<file path="src/rtl/stage3_fc_bias_argmax.sv">
// Stage-3 classifier tail: per-class bias add + sequential argmax scan.
// Ports: clk/reset (sync, active-high), i_in_valid/i_in_acc frame strobe,
//   o_valid/i_ready result handshake, o_class/o_max_score/o_scores result,
//   o_overrun pulse when an incoming frame had to be dropped.
module stage3_fc_bias_argmax #(
  parameter int CO     = 3,
  parameter int ACC_BW = 48,
  parameter int B_BW   = 16,
  parameter int SC_BW  = ACC_BW + 1,
  parameter int CLS_BW = (CO > 1) ? $clog2(CO) : 1,
  // bias ROM image (stage3_fc1_bias.mem), class c at [c*B_BW +: B_BW]
  parameter logic [CO*B_BW-1:0] BIAS =
    {16'h0000, 16'hfffd, 16'h0005}
) (
  input  logic                 clk,
  input  logic                 reset,
  input  logic                 i_in_valid,
  input  logic [CO*ACC_BW-1:0] i_in_acc,
  output logic                 o_valid,
  input  logic                 i_ready,
  output logic [CLS_BW-1:0]    o_class,
  output logic [SC_BW-1:0]     o_max_score,
  output logic [CO*SC_BW-1:0]  o_scores,
  output logic                 o_overrun
);

  typedef enum logic [1:0] {
    IDLE,
    SCAN,
    OUT
  } state_t;

  state_t state;

  logic [CO*ACC_BW-1:0] work;
  logic [CO*ACC_BW-1:0] pend;
  logic                 pend_full;
  logic [CLS_BW-1:0]    cnt;
  logic [CLS_BW-1:0]    cls_r;
  logic signed [SC_BW-1:0] max_r;
  logic [CO*SC_BW-1:0]  sc_r;

  logic signed [ACC_BW-1:0] acc_c;
  logic signed [B_BW-1:0]   bias_c;
  logic signed [SC_BW-1:0]  score_c;

  logic hs;
  logic pop;
  logic direct;
  logic busy;
  logic last;

  always_comb begin
    acc_c   = work[cnt*ACC_BW +: ACC_BW];
    bias_c  = BIAS[cnt*B_BW +: B_BW];
    score_c = SC_BW'(acc_c) + SC_BW'(bias_c);
  end

  assign hs   = (state == OUT) && o_valid && i_ready;
  assign pop  = hs && pend_full;
  // nothing pending at the handshake: a new frame goes straight to work
  assign direct = hs && !pend_full && i_in_valid;
  assign busy = (state != IDLE);
  assign last = (cnt == CLS_BW'(CO - 1));

  always_ff @(posedge clk) begin
    if (reset) begin
      state       <= IDLE;
      work        <= '0;
      pend        <= '0;
      pend_full   <= 1'b0;
      cnt         <= '0;
      cls_r       <= '0;
      max_r       <= '0;
      sc_r        <= '0;
      o_valid     <= 1'b0;
      o_class     <= '0;
      o_max_score <= '0;
      o_scores    <= '0;
      o_overrun   <= 1'b0;
    end else begin
      o_overrun <= 1'b0;
      case (state)
        IDLE: begin
          if (i_in_valid) begin
            work  <= i_in_acc;
            cnt   <= '0;
            state <= SCAN;
          end
        end
        SCAN: begin
          sc_r[cnt*SC_BW +: SC_BW] <= score_c;
          // strict compare keeps the lowest index on ties
          if (cnt == '0 || score_c > max_r) begin
            max_r <= score_c;
            cls_r <= cnt;
          end
          if (last) begin
            state <= OUT;
          end else begin
            cnt <= cnt + CLS_BW'(1);
          end
        end
        OUT: begin
          if (!o_valid) begin
            o_valid     <= 1'b1;
            o_class     <= cls_r;
            o_max_score <= max_r;
            o_scores    <= sc_r;
          end else if (i_ready) begin
            o_valid <= 1'b0;
            cnt     <= '0;
            if (pend_full) begin
              work  <= pend;
              state <= SCAN;
            end else if (i_in_valid) begin
              work  <= i_in_acc;
              state <= SCAN;
            end else begin
              state <= IDLE;
            end
          end
        end
        default: state <= IDLE;
      endcase

      if (busy && i_in_valid && !direct) begin
        if (!pend_full || pop) begin
          pend      <= i_in_acc;
          pend_full <= 1'b1;
        end else begin
          o_overrun <= 1'b1;
        end
      end else if (pop) begin
        pend_full <= 1'b0;
      end
    end
  end

endmodule

</file>
<file path="config.mk">
export PLATFORM = sky130hd
export DESIGN_NAME = stage3_fc_bias_argmax
export DESIGN_NICKNAME = d
export VERILOG_FILES = /design/src/rtl/stage3_fc_bias_argmax.sv
export SDC_FILE = /design/constraint.sdc
export NUM_CORES = 2
export LEC_CHECK = 0
export CAP_MARGIN = 20
export CELL_PAD_IN_SITES_DETAIL_PLACEMENT = 0
export CELL_PAD_IN_SITES_GLOBAL_PLACEMENT = 1
export CORE_MARGIN = 5
export CORE_UTILIZATION = 38
export DETAILED_ROUTE_END_ITERATION = 6
export HOLD_SLACK_MARGIN = 0.03
export PLACE_DENSITY = 0.78
export SLEW_MARGIN = 15
export SYNTH_ARGS = -nofsm -noshare
export SYNTH_HDL_FRONTEND = slang
export SYNTH_SLANG_ARGS = --single-unit
</file>
<file path="constraint.sdc">
create_clock -name clk -period 6.25 [get_ports clk]
set_input_delay 1.25 -clock clk [delete_from_list [all_inputs] [get_ports clk]]
set_output_delay 1.25 -clock clk [all_outputs]
set_load 0.05 [all_outputs]
</file>
Yosys cells after proc, flatten, opt, wreduce, memory -nomap -nowiden
Index checks and enable logic that the tools add are counted.
Operators by class
  add/sub/neg operators: 3
  multipliers: 2
  $lt $le $gt $ge: 1
  equality and inequality tests: 9
  shift-type cells: 4
  multiplexer cells: 24
  bitwise gates (word level): 2
  reduce and logical (&&, ||, !) cells: 25
Operator list (count)
  two-way mux 144 bit: 4
  case mux 144 bit (2 select lines): 1
  bitwise mux 147 bit: 1
  variable shift 49 x 34 -> 147 bit (first input constant): 1
  variable part select 49 x 34 -> 147 bit: 1
  variable part select 144 x 9 -> 48 bit: 1
  adder 48 x 16 -> 49 bit: 1
  greater-than comparator 49 bit: 1
  variable part select 48 x 7 -> 16 bit (first input constant): 1
  negation 8 -> 34 bit: 1
  two-way mux 2 bit: 8
  case mux 2 bit (3 select lines): 2
  inequality test 2 bit (second input constant): 5
  multiplier 2 x 6 -> 8 bit (second input constant): 1
  two-way mux 1 bit: 8
  AND reduction 2 bit: 4
  logical AND 1 bit: 7
  nonzero test 2 bit: 3
  AND reduction 5 bit: 1
  == test 2 bit (second input constant): 2
  zero test 2 bit: 2
  multiplier 2 x 2 -> 4 bit (second input constant): 1
  AND reduction 4 bit: 1
  AND reduction 3 bit: 1
  other kinds (8): 11
Word-level totals
  register bits after elaboration: 691
  input bits: 148
  output and inout port bits: 200
  logic and storage cells: 83

Depth between registers and ports, before layout
  depth after elaboration: 9
  mapped depth: 30

Least setup slack after synthesis
OpenSTA, ideal clock, no wires.
  kind: flip-flop to flip-flop
  start: register cnt[1]
  end: register max_r[36]
  arrival time: 6.050 ns
  path slack: 0.113 ns
  stages on the path, launching flop included: 26
  path buffers: 3
  period minus slack after synthesis: 6.137 ns
  path through: dfxtp_1 -> buf_2 -> inv_1 -> ha_1 -> ha_1 -> clkbuf_1 -> a21o_1 -> o21bai_1 -> a21oi_1 -> nor3_1 -> o22ai_1 -> a2111oi_4 -> o32ai_2 -> and4bb_1 -> a211oi_2 -> inv_1 -> ha_1 -> nand4_1 -> nor3_1 -> nand4_1 -> o211ai_1 -> o211a_1 -> clkbuf_1 -> nor2b_1 -> o311ai_0 -> o31ai_1
On the way
  cells in the longest elaborated chain, start to end: 6
RTL lines
  start: declaration: line 38  | logic [CLS_BW-1:0] cnt;
  start signal: assignment: line 101  | cnt <= cnt + CLS_BW'(1);
  multiplier 2 x 2 -> 4 bit: line 54  | acc_c = work[cnt*ACC_BW +: ACC_BW];
  variable part select 144 x 9 -> 48 bit: line 54
  adder 48 x 16 -> 49 bit (*): line 56  | score_c = SC_BW'(acc_c) + SC_BW'(bias_c);
  net score_c[47]: line 45  | logic signed [SC_BW-1:0] score_c;
  greater-than comparator 49 bit (*): line 94  | if (cnt == '0 || score_c > max_r) begin
  logical OR 1 bit (*): line 94
  AND reduction 2 bit (no source line) (*)
  end signal: assignment: line 95  | max_r <= score_c;
  end: declaration: line 40  | logic signed [SC_BW-1:0] max_r;
Mark *: on every way through the listed nets, which the timed path passes. The rest lies on a longest branch.
A chain may end at the register's enable or synchronous reset.

Worst setup path in the final report
Ends and elaborated chain as after synthesis.

==> results.json <==
{
  "crit_chain": "inv_1 -> nor2_4 -> buf_12 -> nand2_1 -> o21ai_0 -> ha_1 -> a21oi_1 -> o21a_1 -> nor3_1 -> a21oi_1 -> o31ai_1 -> buf_4 -> o31ai_1 -> nor2_1 -> a211oi_1 -> ha_1 -> nand4_1 -> nor3_1 -> nand4_1 -> o211ai_1 -> o211a_4 -> nor2b_2 -> o311ai_0 -> o31ai_1",
  "fill_cells": 7831,
  "synth-seq-cells": 691,
  "total_power_mw": 10.68,
  "cap_violations": 0,
  "path_clk_slew_ns": 0.06,
  "placed_cells": 4982,
  "critPathMaxStageDelay_ns": 0.90,
  "setup_tns_ns": 0,
  "p_leak_nw": 13.44,
  "vias_per_cell": 5.286,
  "endpoint_kind": "register",
  "drc_errors": 0,
  "synth_largest_area_cell": "dfxtp_1",
  "syn-num-nets": 4059,
  "slew_viol_final": 0,
  "ys_async_sr_fraction_pct": 0,
  "synth_area_per_cell_um2": 7.870,
  "final_antenna_net_count": 0,
  "drt-initial-drc-count": 2459,
  "p_switching_mw": 2.874,
  "fmax_mhz": 169.5,
  "cp.required_ns": 6.79,
  "coreArea_mm2": 0.07861,
  "ioPinCount": 348,
  "hold_class": "register to register",
  "synthFlopType": "dfxtp_1",
  "clock_power_share_pct": 43.1,
  "worstHoldStart": "sc_r[50]$_SDFFE_PP0P_",
  "grt_pass1_wl_um": 148000,
  "gp_congestion": 0.9020,
  "syn2layout_area_growth_pct": 23.79,
  "internal_power_mw": 7.810,
  "worst_slew_pin_slew_ns": 1.144,
  "swShare_pct": 26.90,
  "rrSetupSlack_ns": 0.35,
  "pwr-share-seq_pct": 43.8,
  "reg2reg_depth": 24,
  "wl_per_cell_um": 18.84,
  "fin_crit_sh_pct": 94.38,
  "final_net_count": 4267,
  "critical-path-slowest-cell": "a211oi_1",
  "final_cell_mix": "nand2_1, dfxtp_1, a21oi_1",
  "die_w_um": 290.9,
  "fp.dieH_um": 290.9,
  "cts_made_buffers": 77,
  "insertion_delay_ns": 0.62,
  "cts_buffer_depth": 3,
  "whs_path_depth": 2,
  "fin_skew_ns": 0.02778,
  "combPwrFrac_pct": 13.1,
  "rsz0062_at_grt": "no",
  "setup_viol_count_final": 0,
  "antenna_found_initial": 2,
  "crit_path_max_fanout": 18,
  "dieArea_mm2": 0.08463,
  "final_common_cell": "nand2_1",
  "hold_violations": 0,
  "r2r_start": "cnt[1]$_SDFFE_PP0P_",
  "drt-total-wl_um": 96530,
  "htree_levels": 3,
  "grt_overflow": 0,
  "grt_pass1_vias": 24999,
  "p_per_area_mw_per_mm2": 287.8,
  "final.hold.worst_slack_ns": 0.4434,
  "cp.arrival_ns": 6.44,
  "timing.slew.headroom_pct": 23.74,
  "dp_hpwl_um": 64700,
  "synth_edf_count": 0,
  "register_area_mm2": 0.01384,
  "synth_area_mm2": 0.02999,
  "dr.pass1.iters": 5,
  "dr_total_vias": 27092,
  "worstSetupStartpointType": "register",
  "crit_top_cell": "o31ai_1",
  "synth_cells": 3810,
  "port_buffers": 347,
  "finalInstanceArea_mm2": 0.03712,
  "r2r-end": "max_r[36]$_SDFFE_PP0P_",
  "ys_seq_area_share_pct": 46.13,
  "outcome": "complete, no violations",
  "synth_warnings": 0,
  "fp-row-count": 103,
  "final_cells": 5125,
  "period_minus_slack_ns": 5.899,
  "clock-root-buffer": "clkbuf_16",
  "place_area_mm2": 0.03444,
  "vdd_drop_max_mv": 0.1915,
  "drive_above_1_share_pct": 5.917,
  "hold_end": "o_scores[50]$_SDFFE_PP0P_",
  "grt_start_max_net_pins": 207,
  "track_usage_pct": 21.38,
  "crit_type": "register to register",
  "clock-sinks": 691,
  "synth.distinct_cells": 66,
  "synth.area.top_cells": "dfxtp_1, nand2_1, a21oi_1, nor2_1, ha_1",
  "synth.top_cell.area_share_pct": 46.13,
  "multiInputGateArea_mm2": 0.01488,
  "start_util_pct": 38.14,
  "cts_tree": "yes"
}
==> cell usage after synthesis, drive strengths merged, types with 3 or more instances <==
cell / n
o311ai: 3
a41oi: 4
and2: 8
and3: 12
a211oi: 15
a21o: 41
nand3: 162
inv: 72
nand4: 19
clkbuf: 284
o21ai: 99
nand2b: 12
a21boi: 3
o21a: 7
xor2: 12
nor4: 4
o31ai: 11
o21bai: 6
o211ai: 7
nor2b: 14
a31oi: 6
o22ai: 7
buf: 14
nor2: 360
a22oi: 96
nor3: 29
a311oi: 144
dfxtp: 691
a21oi: 471
ha: 101
a22o: 36
nand2: 954
a2111oi: 5
mux2i: 52
xnor2: 23
==> logic make-up after synthesis <==
group	count (synthesis)	synth area share, %
mux	53	1.773
buf+inv	370	4.673
xor+xnor	35	1.047
fa+ha+maj	101	4.214
flops	691	46.13
compound gates	974	20.72
simple gates	1586	21.44
==> final cells by class <==
class / count / share of cell area (%)
well taps: 1050 / 3.539
diodes: 2 / 0.01348
clock buffers: 105 / 5.933
repair buffers: 427 / 11.39
clock inverters: 29 / 1.025
inverters: 72 / 0.7281
multi-input cells: 2749 / 40.08
flip-flops and latches: 691 / 37.29
==> registers in the layout (all words and copies together), names as in the netlist, 49 cells and up <==
signal	count
max_r	49
o_max_score	49
o_scores	147
pend	144
sc_r	147
work	144
==> worst max-delay path by stage <==
| stage | from | end | depth (start not counted) |
|---|---|---|---|
| after floorplan | cnt[1]$_SDFFE_PP0P_ | max_r[36]$_SDFFE_PP0P_ | 25 |
| after global placement | cnt[0]$_SDFFE_PP0P_ | max_r[36]$_SDFFE_PP0P_ | 21 |
| after detailed placement | cnt[0]$_SDFFE_PP0P_ | max_r[36]$_SDFFE_PP0P_ | 21 |
| after CTS | cnt[0]$_SDFFE_PP0P_ | max_r[36]$_SDFFE_PP0P_ | 24 |
| after global routing | cnt[1]$_SDFFE_PP0P_ | max_r[19]$_SDFFE_PP0P_ | 27 |
| final | cnt[1]$_SDFFE_PP0P_ | max_r[36]$_SDFFE_PP0P_ | 24 |
==> repair_timing <==
action,CTS,global route
hold buffers,0,0
endpoints found under the setup margin,1,51
gates resized for setup,1,3
cloned,0,0
buffers inserted,0,7
pin swaps,0,1
endpoints found under the hold margin,0,0
==> stage by stage <==
stage	setup slack, ns	util, %
after floorplan	0.1129	-
after global placement	0.03847	43.80
after detailed placement	0.001925	43.81
after CTS	0.07623	47.11
after global routing	0.01453	47.21
final	0.3511	47.22
==> power groups by stage <==
stage | clock network [mW] | registers [mW] | logic [mW]
detailed placement | 0 | 4.78 | 1.38
floorplan | 0 | 4.72 | 0.878
finish | 4.61 | 4.68 | 1.40
global route | 4.89 | 4.70 | 1.54
CTS | 4.71 | 4.68 | 1.39
global placement | 0 | 4.78 | 1.37
==> worst max-delay path: cells and delay by family, from the launching register on <==
kind            cells  cell delay (ns)
flops               1             0.32
simple gates        8             1.52
compound gates     11             2.86
buf+inv             3             0.46
fa+ha+maj           2             0.65
==> per-layer routing <==
metal,part of all wire (%),track usage (%),vias up
met4,1.9,4.918,0
li1,-,-,13571
met1,49,31.49,12707
met2,44,33.10,693
met5,0,0,-
met3,5.5,3.326,121
Power figures use the tool's default switching activity.
